$ cat src/rtl/mult_seq_ctrl.sv
// mult_seq_ctrl: sequential OPW x OPW unsigned multiplier built around one
// shared 4x4 array multiplier. Each cycle in MUL feeds one nibble pair to
// the array and shift-accumulates the 8-bit partial product into acc.
// Optional build macro MULT_SEQ_ZERO_SKIP_EN: a zero operand at accept skips
// MUL and goes straight to DONE with a zero result.

// 4x4 unsigned array multiplier: AND-gate partial products summed row by row.
module tt_um_array_mult_structural_GnahsLliw (
    input  logic [3:0] m,
    input  logic [3:0] q,
    output logic [7:0] p
);
    logic [3:0] pp0, pp1, pp2, pp3;
    logic [4:0] row1;
    logic [4:0] row2;
    logic [4:0] row3;

    // Partial-product rows and their ripple additions.
    // NOTE: every signal assigned in always_comb gets a value on every path, so no latch is inferred.
    always_comb begin
        pp0  = m & {4{q[0]}};
        pp1  = m & {4{q[1]}};
        pp2  = m & {4{q[2]}};
        pp3  = m & {4{q[3]}};
        row1 = {2'b00, pp0[3:1]} + {1'b0, pp1};
        row2 = {1'b0, row1[4:1]} + {1'b0, pp2};
        row3 = {1'b0, row2[4:1]} + {1'b0, pp3};
        p    = {row3, row2[0], row1[0], pp0[0]};
    end
endmodule

module mult_seq_ctrl #(
    parameter int OPW = 8
) (
    input  logic             clk,
    input  logic             rst,
    input  logic             in_valid,
    output logic             in_ready,
    input  logic [OPW-1:0]   in_a,
    input  logic [OPW-1:0]   in_b,
    output logic             out_valid,
    input  logic             out_ready,
    output logic [2*OPW-1:0] out_p,
    output logic             busy
);
    localparam int N  = OPW / 4;
    localparam int AW = 2 * OPW;
    // Nibble indices are 2 bits wide: OPW tops out at 16, i.e. N = 4.
    localparam logic [1:0] LAST = 2'(N - 1);

    typedef enum logic [1:0] {
        S_IDLE,
        S_MUL,
        S_DONE
    } state_t;

    state_t          state_q;
    logic [OPW-1:0]  a_q;
    logic [OPW-1:0]  b_q;
    logic [AW-1:0]   acc_q;
    logic [AW-1:0]   acc_d;
    logic [1:0]      i_q;
    logic [1:0]      j_q;
    logic            out_valid_q;
    logic            busy_q;

    logic [3:0]      mul_m;
    logic [3:0]      mul_q;
    logic [7:0]      mul_p;
    logic [2:0]      pos;
    logic [AW-1:0]   term;

    tt_um_array_mult_structural_GnahsLliw u_mul (
        .m (mul_m),
        .q (mul_q),
        .p (mul_p)
    );

    // Select the current nibble pair (zero outside MUL) and form the next accumulator value.
    always_comb begin
        mul_m = '0;
        mul_q = '0;
        if (state_q == S_MUL) begin
            for (int k = 0; k < N; k++) begin
                if (i_q == 2'(k)) mul_m = a_q[4*k +: 4];
                if (j_q == 2'(k)) mul_q = b_q[4*k +: 4];
            end
        end
        pos   = {1'b0, i_q} + {1'b0, j_q};
        term  = AW'(mul_p) << {pos, 2'b00};
        acc_d = acc_q + term;
    end

    // Control FSM with registered out_valid/busy; reset wins over every transition.
    // NOTE: sequential state uses non-blocking assignments so all registers update together at the edge.
    always_ff @(posedge clk) begin
        if (rst) begin
            state_q     <= S_IDLE;
            a_q         <= '0;
            b_q         <= '0;
            acc_q       <= '0;
            i_q         <= '0;
            j_q         <= '0;
            out_valid_q <= 1'b0;
            busy_q      <= 1'b0;
        end else begin
            case (state_q)
                S_IDLE: begin
                    if (in_valid) begin
                        a_q    <= in_a;
                        b_q    <= in_b;
                        acc_q  <= '0;
                        i_q    <= '0;
                        j_q    <= '0;
                        busy_q <= 1'b1;
`ifdef MULT_SEQ_ZERO_SKIP_EN
                        if (in_a == '0 || in_b == '0) begin
                            state_q     <= S_DONE;
                            out_valid_q <= 1'b1;
                        end else begin
                            state_q <= S_MUL;
                        end
`else
                        state_q <= S_MUL;
`endif
                    end
                end
                S_MUL: begin
                    acc_q <= acc_d;
                    if (j_q == LAST) begin
                        j_q <= '0;
                        if (i_q == LAST) begin
                            i_q         <= '0;
                            state_q     <= S_DONE;
                            out_valid_q <= 1'b1;
                        end else begin
                            i_q <= i_q + 2'd1;
                        end
                    end else begin
                        j_q <= j_q + 2'd1;
                    end
                end
                S_DONE: begin
                    if (out_ready) begin
                        state_q     <= S_IDLE;
                        out_valid_q <= 1'b0;
                        busy_q      <= 1'b0;
                    end
                end
                default: state_q <= S_IDLE;
            endcase
        end
    end

    assign in_ready  = (state_q == S_IDLE) && !rst;
    assign out_valid = out_valid_q;
    assign out_p     = acc_q;
    assign busy      = busy_q;
endmodule

$ cat config.mk
export PLATFORM = sky130hd
export DESIGN_NAME = mult_seq_ctrl
export DESIGN_NICKNAME = d
export VERILOG_FILES = /design/src/rtl/mult_seq_ctrl.sv
export SDC_FILE = /design/constraint.sdc
export NUM_CORES = 1
export LEC_CHECK = 0
export BUFFER_PORTS_ARGS = -buffer_cell sky130_fd_sc_hd__buf_4
export CORE_MARGIN = 2
export CORE_UTILIZATION = 60
export CTS_BUF_LIST = sky130_fd_sc_hd__clkbuf_4
export CTS_CLUSTER_DIAMETER = 80
export DETAILED_ROUTE_END_ITERATION = 12
export GPL_ROUTABILITY_DRIVEN = 0
export PLACE_DENSITY_LB_ADDON = 0.08
export SLEW_MARGIN = 20
export SYNTH_ARGS = -nofsm -noshare
export SYNTH_HDL_FRONTEND = slang
export SYNTH_SLANG_ARGS = --single-unit
$ cat constraint.sdc
create_clock -name clk -period 8 [get_ports clk]
set_input_delay 1.2 -clock clk [delete_from_list [all_inputs] [get_ports clk]]
set_output_delay 1.2 -clock clk [all_outputs]
set_load 0.005 [all_outputs]
==> impl_metrics.env, run 1 <==
export IMPL_grt_pass1_wl_um=11100
export IMPL_syn_nets=422
export IMPL_worstPathMaxFanout=18
export IMPL_critPathKind="reg -> reg"
export IMPL_yosysUniqueCellTypes=51
export IMPL_setup_violations=0
export IMPL_routedWlPerCell_um=14.4
export IMPL_crit_top_cell="ha_1"
export IMPL_area_growth_pct=12.7
export IMPL_ys_warn_count=0
export IMPL_io_pin_count=39
export IMPL_ys_ff_latch=40
export IMPL_status="complete, no violations"
export IMPL_die_w_um=74.1
export IMPL_holdPathStages=2
export IMPL_n_fill_cell=396
export IMPL_rrSetupSlack_ns=2.36
export IMPL_max_freq_mhz=177
export IMPL_ir_drop_uv=101
export IMPL_cts_sinks=40
export IMPL_setup_tns_final_ns=0
export IMPL_crit_slowest_cell="dfxtp_1"
export IMPL_clk_pin_slew_worst_paths_ns=0.14
export IMPL_dieArea_um2=5500
export IMPL_num_vias=2691
export IMPL_fin_crit_sh_pct=70.5
export IMPL_synthFlopType="dfxtp_1"
export IMPL_drt_total_wl_um=6700
export IMPL_synth_edf_count=0
export IMPL_tightestPinTransition_ns=0.972
export IMPL_drtAntennaViolNets=0
export IMPL_critPathArrivalTime_ns=5.94
export IMPL_grt_max_degree=35
export IMPL_portBuffers=38
export IMPL_initialDrtViolationCount=205
export IMPL_die_h_um=74.1
export IMPL_slew_violations=0
export IMPL_drt_pass1_iterations=4
export IMPL_period_minus_slack_ns=5.64
export IMPL_powerDensity_nw_per_um2=121
export IMPL_worst_slack_ns=2.36
export IMPL_hold_viol_final=0
export IMPL_cp_top_family="adder cells"
export IMPL_clk_latency_ns=0.37
export IMPL_nNetsFinal=448
export IMPL_crit_chain="nor2b_1, buf_4, nand3_1, nor2_1, ha_1, fa_1, ha_1, fa_1, xor2_1, ha_1, a21o_1, a21oi_1, xnor2_1, nand3_1, a21boi_0, ha_1, a21o_1, a31o_1, a221oi_2, a21boi_0, nand4bb_1, o211ai_1"
export IMPL_cts_tree="done"
export IMPL_syn_area_per_cell_um2=7.98
export IMPL_cts_resized=0
export IMPL_num_antenna_cells=0
export IMPL_post_place_cells=456
export IMPL_cp_buffers_inverters=1
export IMPL_yosysSeqAreaShare_pct=27.1
export IMPL_antenna_found_initial=0
export IMPL_cts_buffers=5
export IMPL_grt_usage_pct=25.8
export IMPL_drv_cap=0
export IMPL_r2r_start="state_q[0]$_SDFFE_PP0P_"
export IMPL_holdCritStartpoint="b_q[2]$_SDFFE_PP0P_"
export IMPL_clockBufferDepth=2
export IMPL_r2r_end="out_p[15]$_SDFFE_PP0P_"
export IMPL_hold_buffers=0
export IMPL_rows=25
export IMPL_htreeDepth=2
export IMPL_fin_cells=464
export IMPL_grt_ovfl_total=0
export IMPL_slowest_delay_ns=0.51
export IMPL_worstHoldPathType="reg -> reg"
export IMPL_via_per_inst=5.80
export IMPL_syn_area_um2=2950
export IMPL_clock_skew_ns=0.0111
export IMPL_post_cts_buffers=0
export IMPL_place_worst_setup_slack_ns=2.44
export IMPL_whs_endpoint="b_q[2]$_SDFFE_PP0P_"
export IMPL_rr_worst_depth=22
export IMPL_netlist_instances=370
export IMPL_core_um2=4720
export IMPL_max_slew_margin_pct=35.2
export IMPL_post_route_cells_drive_above_1_share_pct=15.9
export IMPL_rsz0062_at_grt="no"
export IMPL_remaining_drc_errors=0
export IMPL_worst_setup_path_end_kind="flop"
export IMPL_dp_hpwl_um=4950
export IMPL_start_kind="flop"
export IMPL_clockRootBuffer="clkbuf_4"
export IMPL_async_flop_share_pct=0
export IMPL_power_leakage_nw=1.55
export IMPL_worst_ep_required_time_ns=8.30
export IMPL_grt_pass1_vias=2458
export IMPL_initial_core_util_pct=62.5
## worst register-to-register path, cell delays in order, from the launching register on
cell	delay (ns)
dfxtp_1	0.51
nor2b_1	0.18
buf_4	0.24
nand3_1	0.21
nor2_1	0.15
ha_1	0.20
fa_1	0.42
ha_1	0.24
fa_1	0.42
xor2_1	0.28
ha_1	0.28
a21o_1	0.17
a21oi_1	0.19
xnor2_1	0.19
nand3_1	0.10
a21boi_0	0.26
ha_1	0.36
a21o_1	0.23
a31o_1	0.22
a221oi_2	0.27
a21boi_0	0.15
nand4bb_1	0.20
o211ai_1	0.11
## per-stage QoR
| step | power [mW] | instance area [um2] | hold WS, ns | util [%] |
|---|---|---|---|---|
| 6_report | 0.404 | 3330 | 0.463 | 70.4 |
| 4_1_cts | 0.408 | 3330 | 0.465 | 70.4 |
| 2_1_floorplan | 0.250 | 2950 | 0.433 | - |
| 5_1_grt | 0.423 | 3330 | 0.486 | 70.4 |
| 3_5_place_dp | 0.266 | 3240 | 0.445 | 68.7 |
| 3_3_place_gp | 0.264 | 3240 | 0.444 | 68.7 |
## final cells by class
class	instances	area [um2]	share of cell area, %
clock buffer	5	37.5	1.13
clock inverter	3	46.3	1.39
inverter	5	18.8	0.564
multi-input combinational	304	2040	61.3
sequential	40	801	24.1
tap	67	83.8	2.52
timing repair buffer	40	300	9.03
## state kept, by name, indices dropped and copies added, names as in the netlist
name,flops
out_valid,1
a_q,8
out_p,16
j_q,2
i_q,2
b_q,8
state_q,2
busy,1
## power breakdown
group          total [mW]  internal [mW]  switching (mW)
clock               0.142         0.0668          0.0754
sequential          0.211          0.206         0.00540
combinational      0.0505         0.0212          0.0293
total               0.404          0.294           0.110
## synth_stat cells (all sizes together), types with 3 or more instances
| cell | instances | share of area [%] |
|---|---|---|
| a21boi | 4 | 1.0 |
| ha | 27 | 11 |
| buf | 7 | 1.4 |
| o21ai | 9 | 1.7 |
| a21oi | 45 | 7.9 |
| mux2 | 8 | 3.1 |
| and2 | 4 | 0.85 |
| nand2 | 59 | 7.5 |
| inv | 5 | 0.64 |
| dfxtp | 40 | 27 |
| xnor2 | 11 | 3.3 |
| nor2 | 31 | 3.9 |
| nor2b | 6 | 1.3 |
| clkbuf | 14 | 1.8 |
| nor3 | 4 | 0.85 |
| xor2 | 8 | 2.4 |
| nand2b | 6 | 1.3 |
| mux2i | 3 | 1.0 |
| o21a | 3 | 0.76 |
| fa | 5 | 3.4 |
| a22o | 8 | 2.4 |
| a21o | 11 | 2.8 |
| o211ai | 5 | 1.4 |
| nand3 | 22 | 3.7 |
## worst max-delay path by stage
stage | endpoint | cells after the start | slack (ns) | from
finish | out_p[15]$_SDFFE_PP0P_ | 22 | 2.36 | state_q[0]$_SDFFE_PP0P_
global route | out_p[15]$_SDFFE_PP0P_ | 22 | 2.02 | state_q[0]$_SDFFE_PP0P_
CTS | out_p[15]$_SDFFE_PP0P_ | 22 | 2.38 | state_q[0]$_SDFFE_PP0P_
detailed placement | out_p[15]$_SDFFE_PP0P_ | 22 | 2.44 | state_q[0]$_SDFFE_PP0P_
global placement | out_p[15]$_SDFFE_PP0P_ | 22 | 2.52 | state_q[0]$_SDFFE_PP0P_
floorplan | out_p[14]$_SDFFE_PP0P_ | 23 | 2.70 | state_q[0]$_SDFFE_PP0P_
## kinds of logic after synthesis
kind of cell | synth area share, %
flops | 27.1
simple gates | 22.6
fa+ha+maj | 14.8
xor+xnor | 5.64
buf+inv | 3.77
compound gates | 22.0
mux | 4.07
## cell usage in the layout, fill, tap and decap left out, types with 2 or more instances in the layout
| master | n |
|---|---|
| and2_1 | 4 |
| o21a_1 | 3 |
| a2111oi_0 | 2 |
| buf_4 | 40 |
| nor3b_1 | 2 |
| a22o_1 | 8 |
| a21oi_1 | 43 |
| a211oi_1 | 2 |
| nand2_1 | 59 |
| o211ai_1 | 4 |
| o21ai_0 | 7 |
| nor2b_1 | 6 |
| mux2_2 | 8 |
| nand4_1 | 2 |
| clkbuf_4 | 5 |
| and4_1 | 2 |
| inv_1 | 5 |
| a21oi_2 | 2 |
| ha_1 | 27 |
| mux2i_1 | 3 |
| fa_1 | 5 |
| xnor2_1 | 11 |
| nand3_1 | 22 |
| dfxtp_1 | 40 |
| nor3_1 | 3 |
| nor2_1 | 31 |
| xor2_1 | 8 |
| a21o_1 | 11 |
| a21boi_0 | 4 |
| nand2b_1 | 6 |
## metal layers
layer / up-vias / track usage, % / wire length [um]
met5: - / 0 / 0
met4: 0 / 8.48 / 106
met3: 14 / 4.34 / 376
met2: 70 / 40.3 / 2970
met1: 1242 / 36.4 / 3240
li1: 1365 / - / -
No activity file was read; power rests on OpenSTA's default activity.
==> run 2, diff against run 1 <==
==> constraint.sdc (replaced) <==
create_clock -name clk -period 5.4 [get_ports clk]
set_input_delay 0.81 -clock clk [delete_from_list [all_inputs] [get_ports clk]]
set_output_delay 0.81 -clock clk [all_outputs]
set_load 0.005 [all_outputs]
==> run 2 against run 1 <==
Worst hold slack about the same. Cell count grew 2.4%. Sequential cell count stayed put. Clock power increased by 50%. Setup slack worse by 2.1 ns. Design area up 4.3%. Count of clock-buffer cells in the layout is the same.
==> impl_metrics.env, run 2 (synthesis results as in run 1) <==
export IMPL_cts_tree="done"
export IMPL_post_route_cells_drive_above_1_share_pct=20.8
export IMPL_drt_pass1_iterations=5
export IMPL_portBuffers=38
export IMPL_max_slew_margin_pct=36.1
export IMPL_seq_power_share_pct=51.2
export IMPL_layout_common_cells="nand2_1 (59), buf_4 (51), a21oi_1 (42)"
export IMPL_grt_usage_pct=25.9
export IMPL_period_minus_slack_ns=5.16
export IMPL_hold_buffers=0
export IMPL_post_place_cells=464
export IMPL_core_um2=4720
export IMPL_hold_viol_final=0
export IMPL_die_w_um=74.1
export IMPL_grt_max_degree=35
export IMPL_max_freq_mhz=194
export IMPL_die_h_um=74.1
export IMPL_dieArea_um2=5500
export IMPL_area_growth_pct=17.5
export IMPL_clockBufferDepth=2
export IMPL_clock_skew_ns=0.0111
export IMPL_final_common_cell="nand2_1"
export IMPL_p_int_mw=0.440
export IMPL_cts_sinks=40
export IMPL_setup_violations=0
export IMPL_grt_pass1_vias=2441
export IMPL_cts_buffers=5
export IMPL_clockRootBuffer="clkbuf_4"
export IMPL_fin_crit_sh_pct=95.6
export IMPL_setup_tns_final_ns=0
export IMPL_power_leakage_nw=1.62
export IMPL_dp_hpwl_um=4910
export IMPL_p_sw_share_pct=27.5
export IMPL_worst_ep_required_time_ns=5.68
export IMPL_via_per_inst=5.67
export IMPL_drt_total_wl_um=6640
export IMPL_grt_ovfl_total=0
export IMPL_io_pin_count=39
export IMPL_grt_pass1_wl_um=11100
export IMPL_initial_core_util_pct=62.5
export IMPL_num_vias=2693
export IMPL_clk_latency_ns=0.37
export IMPL_worstHoldPathType="reg -> reg"
export IMPL_start_kind="flop"
export IMPL_initialDrtViolationCount=174
export IMPL_drtAntennaViolNets=0
export IMPL_worstPathMaxFanout=9
export IMPL_fin_cells=475
export IMPL_drv_cap=0
export IMPL_htreeDepth=2
export IMPL_powerDensity_nw_per_um2=175
export IMPL_num_antenna_cells=0
export IMPL_critPathKind="reg -> reg"
export IMPL_critPathArrivalTime_ns=5.44
export IMPL_p_clk_share_pct=35.2
export IMPL_antenna_found_initial=0
export IMPL_clk_pin_slew_worst_paths_ns=0.13
export IMPL_slew_violations=0
export IMPL_worst_setup_path_end_kind="flop"
export IMPL_status="complete, no violations"
export IMPL_largest_register_ff_count=16
export IMPL_combinationalPowerShare_pct=13.7
export IMPL_ir_drop_uv=195
export IMPL_rows=25
export IMPL_remaining_drc_errors=0
export IMPL_nNetsFinal=459
export IMPL_p_sw_mw=0.167
export IMPL_tightestPinTransition_ns=0.958
export IMPL_routedWlPerCell_um=14.0
## run 2: cell count changes in the layout (fill, tap and decap cells not counted), moves of 2 or more
cell | before | now
buf_4 | 40 | 51
clkinv_4 | 0 | 2
dfxtp_1 | 40 | 38
dfxtp_4 | 0 | 2
nand3_1 | 22 | 19
nand3_2 | 0 | 3
xor2_1 | 8 | 6
xor2_2 | 0 | 2
## run 2: metrics by stage
step / cell area [um2] / total power [mW] / setup slack, ns / utilization, % / hold slack, ns
2_1_floorplan: 2950 / 0.370 / 0.100 / - / 0.433
3_3_place_gp: 3300 / 0.395 / 0.136 / 69.9 / 0.441
3_5_place_dp: 3300 / 0.396 / 0.0511 / 69.9 / 0.446
4_1_cts: 3390 / 0.607 / 0.00772 / 71.7 / 0.466
5_1_grt: 3470 / 0.634 / -0.00662 / 73.5 / 0.478
6_report: 3470 / 0.607 / 0.240 / 73.5 / 0.463
## run 2: worst paths after layout
| check | endpoint | cells past startpoint | startpoint | slack [ns] |
|---|---|---|---|---|
| worst max-delay path | out_p[14]$_SDFFE_PP0P_ | 19 | j_q[0]$_SDFFE_PP0P_ | 0.24 |
| worst min-delay path | a_q[4]$_SDFFE_PP0P_ | 2 | a_q[4]$_SDFFE_PP0P_ | 0.46 |
| worst max register to register | out_p[14]$_SDFFE_PP0P_ | 19 | j_q[0]$_SDFFE_PP0P_ | 0.24 |
| worst min register to register | a_q[4]$_SDFFE_PP0P_ | 2 | a_q[4]$_SDFFE_PP0P_ | 0.46 |
## run 2: area by class of cell
class                      count  area [um2]
sequential                    40         808
multi-input combinational    304        2090
clock buffer                   5        37.5
clock inverter                 3        47.5
fill                         381        1250
tap                           67        83.8
timing repair buffer          51         383
inverter                       5        18.8
## run 2: timing repair
action,4_1_cts,5_1_grt
buffers inserted,0,3
resized for setup,0,15
setup endpoints to repair,0,8
## run 2: worst max-delay path, stage by stage, from the launching register on
cell and delay (ns):
dfxtp_4 0.42, mux2_2 0.36, nand3_2 0.12, nor2_1 0.06, ha_1 0.23, fa_2 0.53, ha_1 0.18, fa_1 0.42
ha_1 0.24, fa_1 0.40, a21o_1 0.21, a211o_1 0.30, nand2_1 0.06, nor2_1 0.04, ha_1 0.37, a21o_1 0.21
a221o_1 0.39, a311oi_2 0.24, xnor2_1 0.09, a22o_1 0.19
## run 2: power groups by stage
stage | registers, mW | logic, mW | clock network [mW]
CTS | 0.311 | 0.0783 | 0.217
global route | 0.312 | 0.0929 | 0.229
floorplan | 0.315 | 0.0552 | 0
detailed placement | 0.318 | 0.0778 | 0
finish | 0.311 | 0.0829 | 0.213
global placement | 0.317 | 0.0774 | 0
## run 2: per-layer routing
layer / GRT usage (%) / vias up / share of wire, %
met5: 0 / - / 0
met4: 8.08 / 0 / 1.3
li1: - / 1387 / -
met2: 38.6 / 71 / 44
met3: 5.15 / 10 / 4.8
met1: 37.7 / 1225 / 50
==> run 3, diff against run 2 <==
==> constraint.sdc (replaced) <==
create_clock -name clk -period 5.4 [get_ports clk]
set_input_delay 0.81 -clock clk [delete_from_list [all_inputs] [get_ports clk]]
set_output_delay 0.81 -clock clk [all_outputs]
set_load 0.1 [all_outputs]
==> run 3 against run 2 <==
Wire length rose by 6.8%. Highest routed layer unchanged. Critical path type unchanged. Critical path depth grew 1. Setup slack got worse by 0.021 ns. First-iteration DRC count rose by 23%.
==> impl_metrics.env, run 3 (synthesis results as in run 1) <==
export IMPL_status="complete, no violations"
export IMPL_cts_sinks=40
export IMPL_clock_skew_ns=0.00785
export IMPL_rows=25
export IMPL_grt_usage_pct=27.3
export IMPL_clk_latency_ns=0.35
export IMPL_start_kind="flop"
export IMPL_grt_max_degree=35
export IMPL_num_vias=2744
export IMPL_nNetsFinal=457
export IMPL_core_um2=4720
export IMPL_clockRootBuffer="clkbuf_4"
export IMPL_design_power_total_mw=0.620
export IMPL_drtAntennaViolNets=0
export IMPL_cts_buffers=5
export IMPL_via_per_inst=5.80
export IMPL_drv_cap=0
export IMPL_dieArea_um2=5500
export IMPL_clockBufferDepth=2
export IMPL_die_w_um=74.1
export IMPL_max_freq_mhz=193
export IMPL_fin_crit_sh_pct=95.9
export IMPL_post_route_cells_drive_above_1_share_pct=20.9
export IMPL_grt_ovfl_total=0
export IMPL_grt_pass1_wl_um=11800
export IMPL_crit_chain="mux2_2, nand3_2, nor2_2, ha_1, fa_1, xor2_2, fa_1, xor2_2, fa_1, a21o_1, a21oi_1, o21ai_0, and2_1, ha_1, a21oi_1, nor2b_1, o21a_1, a311oi_2, xnor2_1, a22o_1"
export IMPL_hold_viol_final=0
export IMPL_worstPathMaxFanout=9
export IMPL_clk_pin_slew_worst_paths_ns=0.14
export IMPL_antenna_found_initial=0
export IMPL_drt_total_wl_um=7090
export IMPL_n_fill_cell=405
export IMPL_num_antenna_cells=0
export IMPL_rrSetupSlack_ns=0.22
export IMPL_hold_buffers=0
export IMPL_period_minus_slack_ns=5.18
export IMPL_remaining_drc_errors=0
export IMPL_layout_common_cells="nand2_1 (59), buf_4 (48), a21oi_1 (42)"
export IMPL_cp_buffers_inverters=0
export IMPL_io_pin_count=39
export IMPL_die_h_um=74.1
export IMPL_routedWlPerCell_um=15.0
export IMPL_final_common_cell="nand2_1"
export IMPL_worst_setup_path_end_kind="flop"
export IMPL_crit_top_cell="fa_1"
export IMPL_initialDrtViolationCount=214
export IMPL_worstHoldPathType="reg -> reg"
export IMPL_worst_ep_required_time_ns=5.66
export IMPL_power_leakage_nw=1.60
export IMPL_slowest_delay_ns=0.49
export IMPL_portBuffers=38
export IMPL_grt_pass1_vias=2542
export IMPL_slew_violations=0
export IMPL_cp_top_family="adder cells"
export IMPL_cts_tree="done"
export IMPL_drt_pass1_iterations=5
export IMPL_dp_hpwl_um=5170
export IMPL_largest_register_ff_count=16
export IMPL_ir_drop_uv=148
export IMPL_powerDensity_nw_per_um2=179
export IMPL_area_growth_pct=17.4
export IMPL_setup_violations=0
export IMPL_max_slew_margin_pct=35.6
export IMPL_rsz0062_at_grt="yes"
export IMPL_tightestPinTransition_ns=0.966
export IMPL_holdWs_ns=0.461
export IMPL_critPathArrivalTime_ns=5.45
export IMPL_initial_core_util_pct=62.5
export IMPL_htreeDepth=2
export IMPL_crit_slowest_cell="fa_1"
export IMPL_critPathKind="reg -> reg"
[run 3: what timing repair did]
action,in CTS,in global routing
endpoints found under the setup margin,2,7
gates resized for setup,4,13
buffers inserted,0,2
[run 3: through the flow]
stage | setup WS [ns] | utilization (%) | instance area (um2) | TNS, ns | std cells
after floorplan | 0.0989 | - | 2950 | 0 | 370
after global placement | 0.179 | 69.8 | 3300 | 0 | 463
after detailed placement | -0.0321 | 69.8 | 3300 | -0.0321 | 463
after CTS | 0.0254 | 71.8 | 3390 | 0 | 471
after global routing | -0.0203 | 73.4 | 3470 | -0.0203 | 473
final | 0.219 | 73.4 | 3470 | 0 | 473
[run 3: final timing paths]
path | from | to | depth (start not counted)
setup / recovery | j_q[0]$_SDFFE_PP0P_ | out_p[14]$_SDFFE_PP0P_ | 20
hold / removal | b_q[5]$_SDFFE_PP0P_ | b_q[5]$_SDFFE_PP0P_ | 2
setup reg to reg | j_q[0]$_SDFFE_PP0P_ | out_p[14]$_SDFFE_PP0P_ | 20
hold reg to reg | b_q[5]$_SDFFE_PP0P_ | b_q[5]$_SDFFE_PP0P_ | 2
[run 3: report_power, final]
group	switching, mW	internal, mW	total [mW]
logic	0.0608	0.0373	0.0981
clock network	0.112	0.0990	0.211
registers	0.00698	0.305	0.312
total	0.179	0.441	0.620
[run 3: worst min-delay path, stage by stage, from the launching register on]
cell and delay [ns]:
dfxtp_1 0.33, nand2_1 0.05, a21oi_1 0.05
[run 3: layer usage]
metal	GRT usage, %	vias to the layer above	part of all wire (%)
met4	7.68	0	0.83
met3	3.39	7	5.7
li1	-	1376	-
met1	39.0	1276	48
met5	0	-	0
met2	43.5	85	46
[run 3: layout make-up]
type / instances / area (um2) / share of cell area, %
Clock buffer: 5 / 37.5 / 1.08
Clock inverter: 3 / 46.3 / 1.34
Inverter: 5 / 18.8 / 0.542
Timing Repair Buffer: 49 / 372 / 10.7
Tap cell: 67 / 83.8 / 2.42
Multi-Input combinational cell: 304 / 2100 / 60.6
Sequential cell: 40 / 807 / 23.3
